==> src/rtl/p5_defs.sv <==
// Shared definitions for the P5 pipeline hazard controller: forwarding
// encodings, Tuse/Tnew constants and the scoreboard entry layout.
package p5_defs;

  // D-stage comparator operand selects
  localparam logic [1:0] FWD_D_RF = 2'd0;
  localparam logic [1:0] FWD_D_E  = 2'd1;
  localparam logic [1:0] FWD_D_M  = 2'd2;

  // E-stage ALU operand selects
  localparam logic [1:0] FWD_E_NONE = 2'd0;
  localparam logic [1:0] FWD_E_M    = 2'd1;
  localparam logic [1:0] FWD_E_W    = 2'd2;

  // Cycles from D until an operand is consumed
  localparam logic [1:0] TUSE_BRANCH = 2'd0;
  localparam logic [1:0] TUSE_ALU    = 2'd1;
  localparam logic [1:0] TUSE_STORE  = 2'd2;

  // Cycles from D until a result is available
  localparam logic [1:0] TNEW_NONE = 2'd0;
  localparam logic [1:0] TNEW_LINK = 2'd1;
  localparam logic [1:0] TNEW_ALU  = 2'd2;
  localparam logic [1:0] TNEW_LOAD = 2'd3;

  typedef struct packed {
    logic [4:0] addr;
    logic [4:0] rs;
    logic [4:0] rt;
    logic [1:0] tnew;
    logic       reg_write;
    logic       md_start;
    logic       md_div;
  } sb_entry_t;

  function automatic logic [1:0] tnew_dec(input logic [1:0] t);
    return (t == 2'd0) ? 2'd0 : t - 2'd1;
  endfunction

  // $0 is hardwired, so it can never be a producer
  function automatic logic sb_match(input sb_entry_t e, input logic [4:0] r);
    return e.reg_write && (e.addr == r) && (r != 5'd0);
  endfunction

endpackage

==> src/rtl/hazard_ctrl_sb_stage.sv <==
// One scoreboard register: loads the upstream entry with Tnew aged by one
// cycle, or an all-zero bubble.
module hazard_sb_stage
  import p5_defs::*;
(
  input  logic      clk,
  input  logic      rstn,
  input  logic      bubble,
  input  sb_entry_t din,
  output sb_entry_t q
);

  sb_entry_t entry_d;
  sb_entry_t entry_q;

  always_comb begin
    entry_d      = din;
    entry_d.tnew = tnew_dec(din.tnew);
    if (bubble) begin
      entry_d = '0;
    end
  end

  always_ff @(posedge clk or negedge rstn) begin
    if (!rstn) begin
      entry_q <= '0;
    end else begin
      entry_q <= entry_d;
    end
  end

  assign q = entry_q;

endmodule

==> src/rtl/hazard_ctrl.sv <==
// P5 hazard controller: E/M/W scoreboard, Tuse/Tnew stall, forwarding
// selects and the mult/div busy window guarding HI/LO accesses.
module hazard_ctrl
  import p5_defs::*;
#(
  parameter int MULT_CYC = 5,
  parameter int DIV_CYC  = 10
) (
  input  logic       clk,
  input  logic       rstn,
  input  logic [4:0] rsD,
  input  logic [4:0] rtD,
  input  logic       useRsD,
  input  logic       useRtD,
  input  logic [1:0] TuseRsD,
  input  logic [1:0] TuseRtD,
  input  logic [4:0] waddrD,
  input  logic       regWriteD,
  input  logic [1:0] TnewD,
  input  logic       mdStartD,
  input  logic       mdDivD,
  input  logic       mdUseD,
  output logic       stall,
  output logic       clrE,
  output logic [1:0] fwdRsD,
  output logic [1:0] fwdRtD,
  output logic [1:0] fwdRsE,
  output logic [1:0] fwdRtE,
  output logic       mdBusy
);

  localparam logic [3:0] MULT_LD = 4'(MULT_CYC);
  localparam logic [3:0] DIV_LD  = 4'(DIV_CYC);

  sb_entry_t d_ent;
  sb_entry_t e_ent;
  sb_entry_t m_ent;
  sb_entry_t w_ent;

  logic [3:0] cnt_d;
  logic [3:0] cnt_q;
  logic       haz_rs;
  logic       haz_rt;
  logic       haz_md;

  always_comb begin
    d_ent           = '0;
    d_ent.addr      = waddrD;
    d_ent.rs        = rsD;
    d_ent.rt        = rtD;
    d_ent.tnew      = TnewD;
    d_ent.reg_write = regWriteD;
    d_ent.md_start  = mdStartD;
    d_ent.md_div    = mdDivD;
  end

  // A stalled D instruction leaves a bubble behind it; M and W keep draining.
  hazard_sb_stage u_sb_e (.clk(clk), .rstn(rstn), .bubble(stall), .din(d_ent), .q(e_ent));
  hazard_sb_stage u_sb_m (.clk(clk), .rstn(rstn), .bubble(1'b0),  .din(e_ent), .q(m_ent));
  hazard_sb_stage u_sb_w (.clk(clk), .rstn(rstn), .bubble(1'b0),  .din(m_ent), .q(w_ent));

  function automatic logic [1:0] fwd_d_sel(input sb_entry_t e, input sb_entry_t m,
                                           input logic [4:0] r);
    if (sb_match(e, r) && (e.tnew == 2'd0)) return FWD_D_E;
    if (sb_match(m, r) && (m.tnew == 2'd0)) return FWD_D_M;
    return FWD_D_RF;
  endfunction

  function automatic logic [1:0] fwd_e_sel(input sb_entry_t m, input sb_entry_t w,
                                           input logic [4:0] r);
    if (sb_match(m, r) && (m.tnew == 2'd0)) return FWD_E_M;
    if (sb_match(w, r)) return FWD_E_W;
    return FWD_E_NONE;
  endfunction

  always_comb begin
    haz_rs = useRsD &&
             ((sb_match(e_ent, rsD) && (e_ent.tnew > TuseRsD)) ||
              (sb_match(m_ent, rsD) && (m_ent.tnew > TuseRsD)));
    haz_rt = useRtD &&
             ((sb_match(e_ent, rtD) && (e_ent.tnew > TuseRtD)) ||
              (sb_match(m_ent, rtD) && (m_ent.tnew > TuseRtD)));
    // A mult/div sitting in E has not loaded the counter yet but still owns HI/LO
    haz_md = mdUseD && (mdBusy || e_ent.md_start);
  end

  assign stall  = haz_rs | haz_rt | haz_md;
  assign clrE   = stall;
  assign fwdRsD = fwd_d_sel(e_ent, m_ent, rsD);
  assign fwdRtD = fwd_d_sel(e_ent, m_ent, rtD);
  assign fwdRsE = fwd_e_sel(m_ent, w_ent, e_ent.rs);
  assign fwdRtE = fwd_e_sel(m_ent, w_ent, e_ent.rt);

  always_comb begin
    cnt_d = cnt_q;
    if (e_ent.md_start) begin
      cnt_d = e_ent.md_div ? DIV_LD : MULT_LD;
    end else if (cnt_q != 4'd0) begin
      cnt_d = cnt_q - 4'd1;
    end
  end

  always_ff @(posedge clk or negedge rstn) begin
    if (!rstn) begin
      cnt_q <= 4'd0;
    end else begin
      cnt_q <= cnt_d;
    end
  end

  assign mdBusy = (cnt_q != 4'd0);

endmodule
==> config.mk <==
export PLATFORM = sky130hd
export DESIGN_NAME = hazard_ctrl
export DESIGN_NICKNAME = d
export VERILOG_FILES = /design/src/rtl/p5_defs.sv /design/src/rtl/hazard_ctrl_sb_stage.sv /design/src/rtl/hazard_ctrl.sv
export SDC_FILE = /design/constraint.sdc
export NUM_CORES = 1
export LEC_CHECK = 0
export CAP_MARGIN = 20
export CORE_ASPECT_RATIO = 1.2
export CORE_MARGIN = 2
export CORE_UTILIZATION = 52
export CTS_CLUSTER_SIZE = 10
export DETAILED_ROUTE_END_ITERATION = 12
export MAX_ROUTING_LAYER = met4
export PLACE_DENSITY = 0.86
export SLEW_MARGIN = 20
export SYNTH_ARGS = -nofsm -noshare
export SYNTH_HDL_FRONTEND = slang
export SYNTH_SLANG_ARGS = --single-unit
==> constraint.sdc <==
create_clock -name clk -period 3.24 [get_ports clk]
set_input_delay 0.81 -clock clk [delete_from_list [all_inputs] [get_ports clk]]
set_output_delay 0.81 -clock clk [all_outputs]
set_load 0.05 [all_outputs]
==> results of run 1 <==
## registers in the layout, indices dropped and copies added, names as in the netlist
| register | cells |
|---|---|
| u_sb_w.q | 6 |
| cnt_q | 4 |
| u_sb_e.q | 20 |
| u_sb_m.q | 8 |
## where the power goes
group | total [mW] | switching, mW | internal, mW
sequential | 0.619 | 0.0757 | 0.543
combinational | 0.430 | 0.218 | 0.212
clock | 0.303 | 0.159 | 0.144
## what timing repair did
action / CTS / global route
gates cloned: 0 / 0
buffers inserted: 5 / 1
endpoints found under the setup margin: 6 / 7
resized for setup: 30 / 13
pin swaps: 20 / 14
hold buffers: 0 / 0
## worst reg2reg max path, stage by stage (launching register included)
cell and delay, ps:
dfrtp_1 510, inv_1 110, ha_1 280, nand2_1 60, nand2_1 50, or3_4 370
o22ai_2 160, buf_4 140, buf_4 90, buf_4 90, buf_4 90, buf_4 90
buf_4 90, buf_4 240, nor3_1 100
## routing by layer
layer | vias up | track usage
met1 | 867 | 0.303
met3 | 13 | 0.0475
met4 | 0 | 0.102
met5 | - | -
met2 | 45 | 0.440
li1 | 849 | -
## layout by cell type (no fill, tap or decap), types with 3 or more instances in the layout
cell type         n
nor2_1            5
dfrtp_1          38
clkdlybuf4s50_1  17
clkbuf_8          5
ha_4              3
buf_12            6
clkdlybuf4s15_1   3
buf_4            27
dlygate4sd2_1     4
a21oi_1           6
nand2_1           7
nor4_2            7
inv_1            26
xnor2_1          15
xor2_1           25
clkbuf_2          4
nand3_1           3
ha_1              7
nor3_1           26
## cells by family after synthesis
family	synth area share
AND/OR/NAND/NOR	0.192
XOR/XNOR	0.166
flip-flops	0.452
buffers and inverters	0.0672
AO/OA/AOI/OAI	0.0630
adder cells (fa/ha/maj)	0.0595
## worst max path at each step
stage	startpoint	endpoint	slack, ps	cells after the start
after floorplan	u_sb_e.q[6]	fwdRtE[1]	-350	4
final	rtD[2]	clrE	10	7
after detailed placement	rtD[1]	clrE	-340	7
after CTS	rsD[3]	clrE	8	7
after global placement	rtD[1]	clrE	-300	7
after global routing	rsD[3]	fwdRsD[0]	-30	8
## stage by stage
stage	hold WS [ps]	setup TNS (ps)
6_report	445	0
5_1_grt	456	-59.5
4_1_cts	435	0
3_5_place_dp	418	-1100
3_3_place_gp	400	-1090
2_1_floorplan	352	-351
## final cells by class
class	count	area [um2]	share of cell area
flip-flops and latches	38	951	0.321
inverters	28	105	0.0354
clock inverters	2	10.0	0.00337
well taps	54	67.6	0.0228
clock buffers	5	68.8	0.0232
repair buffers	65	626	0.211
multi-input cells	140	1140	0.384
==> metrics.txt, run 1 <==
final net count=around 320; Setup WS pre-CTS=-344 ps; r2r setup slk=650 ps; Post-route DRC=0; Die ar.=0.00457 mm2; VDD IR max=0.000379 V; Distinct cells, synth=36; setup ws final=10.0 ps; top cells by count, synth=dfrtp_1, inv_1, nor3_1; M1 wire length=2000 um; initial antenna violation count=0; dpl hpwl=3630 um; worst hold-check path type=reg -> reg; synthesized instance count=212; Die H=approximately 74 um; clock sinks=38; GPL Wtd Cong=0.988; FP Rows=25; DR pass1 iterations=4; Final Critical Period=3230 ps; RR Endpoint=u_sb_e.q[15]; die width=62.1 um; Clock Latency Late Sink=roughly 290 ps; DRT antenna net count=0; Yosys warnings=0; status=finished clean; clock tree root driver cell=clkbuf_8; grt ovf=0; final core utilization=0.759; post-detailed-route wirelength per cell=15.2 um; MaxCap Viol Count=0; Max H-tree Level=2; WL final=5050 um; Final Hold Vio Count=0; top-area cell type share of the netlist area=0.452; syn avg cell area=just under 10 um2; hold depth=0; post-synthesis net count=251; Setup crit end kind=output pin; routed wl met2=2740 um; Critical Path, Cell by Cell=clkdlybuf4s15_1 > or4_4 > o21ai_2 > a211o_1 > o211ai_2 > or2_4 > buf_12; CTS buffer count=5; FILL cells=between 200 and 300; critical path type=in -> out; TritonCTS clock tree=built; R2R Path Start=u_sb_e.q[3]; pins over their slew limit=0; Clock Skew=approximately 4.2 ps; cells on worst reg2reg path=14; placed instance area=approximately 0.0028 mm2; Worst-Margin Slew=roughly 500 ps; # setup viols final=0; Cell Pwr Density=456 mW/mm2; I/O pins=40; Synth Register Bits=38; non-filler cells, final=332; Post-Syn Area=0.00210 mm2; crit path max-delay cell type=or4_4; critical path's largest stage delay=550 ps; WP buf/inv=2; Highest Signal Layer=met4; FFs w/ async S/R, synth=1.00; CP max FO=2; leakage power=approximately 1.4 nW; GRT Util Overall=0.262; most common cell in the synthesized netlist=dfrtp_1; family with the most delay on the worst path=simple AND/OR/NAND/NOR gates; Synth Flop Type=dfrtp_1; pin count of the biggest net entering global routing=39; core footprint=approximately 0.0039 mm2; Met3 Wirelength=approximately 190 um; relative slew slack=0.666; post-synthesis sequential area ratio=0.452; DP Cell Count=319; RSZ-0062 raised after global routing=yes; WP data required=~2400 ps; Max Fclk=0.310 GHz; Iter 0 DRT Violations=52; IO buf count=39; Hold Path End=u_sb_m.q[19]; Design Power=1.35 mW; Via density=between 5 and 6; EDFF count, synth=0; layout cells sized above 1=0.259; top cells by area, synth=dfrtp_1, xor2_1, nor3_1; final instance area=0.00297 mm2; hold path start=u_sb_e.q[19]; critical path launch point type=input pin; first-pass GRT wire length=~8300 um; area added between synthesis and finish=41.0%; Final period util=0.997; Worst-path clk slew=roughly 70 ps; Yosys top cell by area=dfrtp_1; vias in the first global route=between 1,500 and 2,000; Arrival @ worst endpoint=2420 ps; DR vias=between 1,500 and 2,000; # diodes=0; Clock Path Buffers=2; effective utilization at floorplan=0.538
No activity file was read; power rests on OpenSTA's default activity.
==> run 2: changes to the inputs <==
TNS_END_PERCENT = 5   (was not set)
==> run 2 against run 1 <==
Effect of this change:
- the run now ends with setup timing left
- core utilization decreased by 0.93 points
- total power increased by 2.5%
- sequential share of layout area grew 0.40 points
- clock power grew 10%
- hold slack improved by 13 ps
- cell count is 1.5% lower
- critical path type unchanged
==> metrics.txt, run 2 (synthesized netlist as in run 1, its figures left out) <==
status=finished with violations; failing checks=setup timing; WL final=5470 um (+8.3%); Cell Pwr Density=473 mW/mm2 (+3.8%); final net count=311 (-1.9%); CP startpoint=rsD[3]; cells on worst reg2reg path=9 (-5); Max Fclk=0.304 GHz (-1.7%); RSZ-0062 raised after global routing=yes; commonest non-fill, non-tap cell in the layout=dfrtp_1; Setup crit end kind=output pin; pin count of the biggest net entering global routing=39 (unchanged); most frequent cells in the layout=dfrtp_1, inv_1, nor3_1, xor2_1, buf_4; clock sinks=38 (unchanged); # diodes=0 (unchanged); WP data required=2430 ps (about the same); critical path type=in -> out; Die H=73.7 um (unchanged); Clock Latency Late Sink=290 ps (about the same); CTS buffer count=5 (unchanged); area added between synthesis and finish=39.2%; Post-route DRC=0 (unchanged); dpl hpwl=3620 um (-0.20%); DP Cell Count=316 (-0.94%); initial antenna violation count=0 (unchanged); Iter 0 DRT Violations=100 (+92%); DR pass1 iterations=4 (unchanged); TritonCTS clock tree=built; pins over their slew limit=0 (unchanged); critical path launch point type=input pin; non-filler cells, final=327 (-1.5%); Final Hold Vio Count=0 (unchanged); setup ws final=-47.3 ps (-57.3 ps); Setup WS pre-CTS=-301 ps (+42.9 ps); Final period util=1.01 (+0.0177); first-pass GRT wire length=8210 um (-1.1%); layout cells sized above 1=0.231 (-0.0282); Arrival @ worst endpoint=2480 ps (+60 ps); GPL Wtd Cong=0.892 (-9.7%); # setup viols final=3 (+3); Critical Path Sink=clrE; GRT Util Overall=0.258 (-0.00356); DRT antenna net count=0 (unchanged); FP Rows=25 (unchanged); placed instance area=0.00272 mm2 (-1.5%); relative slew slack=0.665 (about the same); R2R Path Start=u_sb_e.q[3]; Design Power=1.39 mW (+2.5%); max FFs per register=20 (unchanged); final instance area=0.00293 mm2 (-1.2%); Hold Slack=457 ps (+12.9 ps); effective utilization at floorplan=0.538 (unchanged); VDD IR max=0.000378 V (-0.26%); grt ovf=0 (unchanged); total negative slack=-99.2 ps (-99.2 ps); CP max FO=2 (unchanged); post-detailed-route wirelength per cell=16.7 um (+10%); Worst-Margin Slew=501 ps (+0.960 ps); die width=62.1 um (unchanged); Clock Skew=5.20 ps (+0.958 ps); r2r setup slk=1140 ps (+490 ps); leakage power=1.40 nW (-2.3%); Worst-path clk slew=70 ps (about the same); MaxCap Viol Count=0 (unchanged); RR Endpoint=u_sb_e.q[9]; vias in the first global route=1,802 (-1.2%); worst hold-check path type=reg -> reg; Final Critical Period=3290 ps (+57.3 ps); Clock Path Buffers=2 (unchanged); Max H-tree Level=2 (unchanged); I/O pins=40 (unchanged); Via density=5.47 (+2.4%); clock tree root driver cell=clkbuf_8; core footprint=0.00391 mm2 (unchanged); IO buf count=39 (unchanged); Die ar.=0.00457 mm2 (unchanged); FILL cells=253 (+1.2%); final core utilization=0.749 (-0.00928); DR vias=1,789 (+0.85%)
## run 2: changes by cell type in the layout (fill, tap and decap cells not counted), sizes merged
cell / previous run / this run
buf: 35 / 29
clkinv: 2 / 1
clkinvlp: 0 / 1
clkdlybuf4s50: 17 / 16
dlygate4sd2: 4 / 6
## run 2: final cells by class
class | count | area [um2] | area share
clock buffer | 6 | 82.6 | 0.0282
multi-input combinational | 140 | 1120 | 0.384
timing repair buffer | 59 | 587 | 0.200
inverter | 28 | 105 | 0.0359
sequential | 38 | 951 | 0.325
clock inverter | 2 | 12.5 | 0.00427
tap | 54 | 67.6 | 0.0231
## run 2: what timing repair did
item / CTS / global route
hold buffers: 0 / 0
setup endpoints to repair: 6 / 7
resized for setup: 28 / 15
pin swaps: 20 / 11
buffers inserted: 1 / 2
## run 2: worst max-delay path, stage by stage
cell and delay, ps:
dlygate4sd2_1 250, or4_4 500, nor2_1 240, or3_1 190, o22ai_2 70, or2_4 270, buf_12 150
## run 2: report_power, final
| group | internal (mW) | leakage (nW) | switching [mW] |
|---|---|---|---|
| combinational | 0.208 | 0.863 | 0.222 |
| sequential | 0.543 | 0.486 | 0.0789 |
| clock | 0.171 | 0.0472 | 0.163 |
## run 2: per-layer routing
| metal | up-vias | part of all wire | global-route usage |
|---|---|---|---|
| met2 | 80 | 0.53 | 0.440 |
| met1 | 856 | 0.39 | 0.298 |
| li1 | 836 | - | - |
| met3 | 17 | 0.052 | 0.0387 |
| met4 | 0 | 0.028 | 0.102 |
| met5 | - | 0 | - |
## run 2: worst min-delay path by stage
stage	end	slack, ps	start	cells after the start
floorplan	u_sb_w.q[15]	350	u_sb_m.q[15]	0
global placement	u_sb_m.q[2]	390	u_sb_e.q[2]	0
detailed placement	u_sb_m.q[2]	410	u_sb_e.q[2]	0
CTS	u_sb_m.q[2]	440	u_sb_e.q[2]	0
global route	u_sb_m.q[2]	460	u_sb_e.q[2]	0
finish	u_sb_m.q[18]	460	u_sb_e.q[18]	0
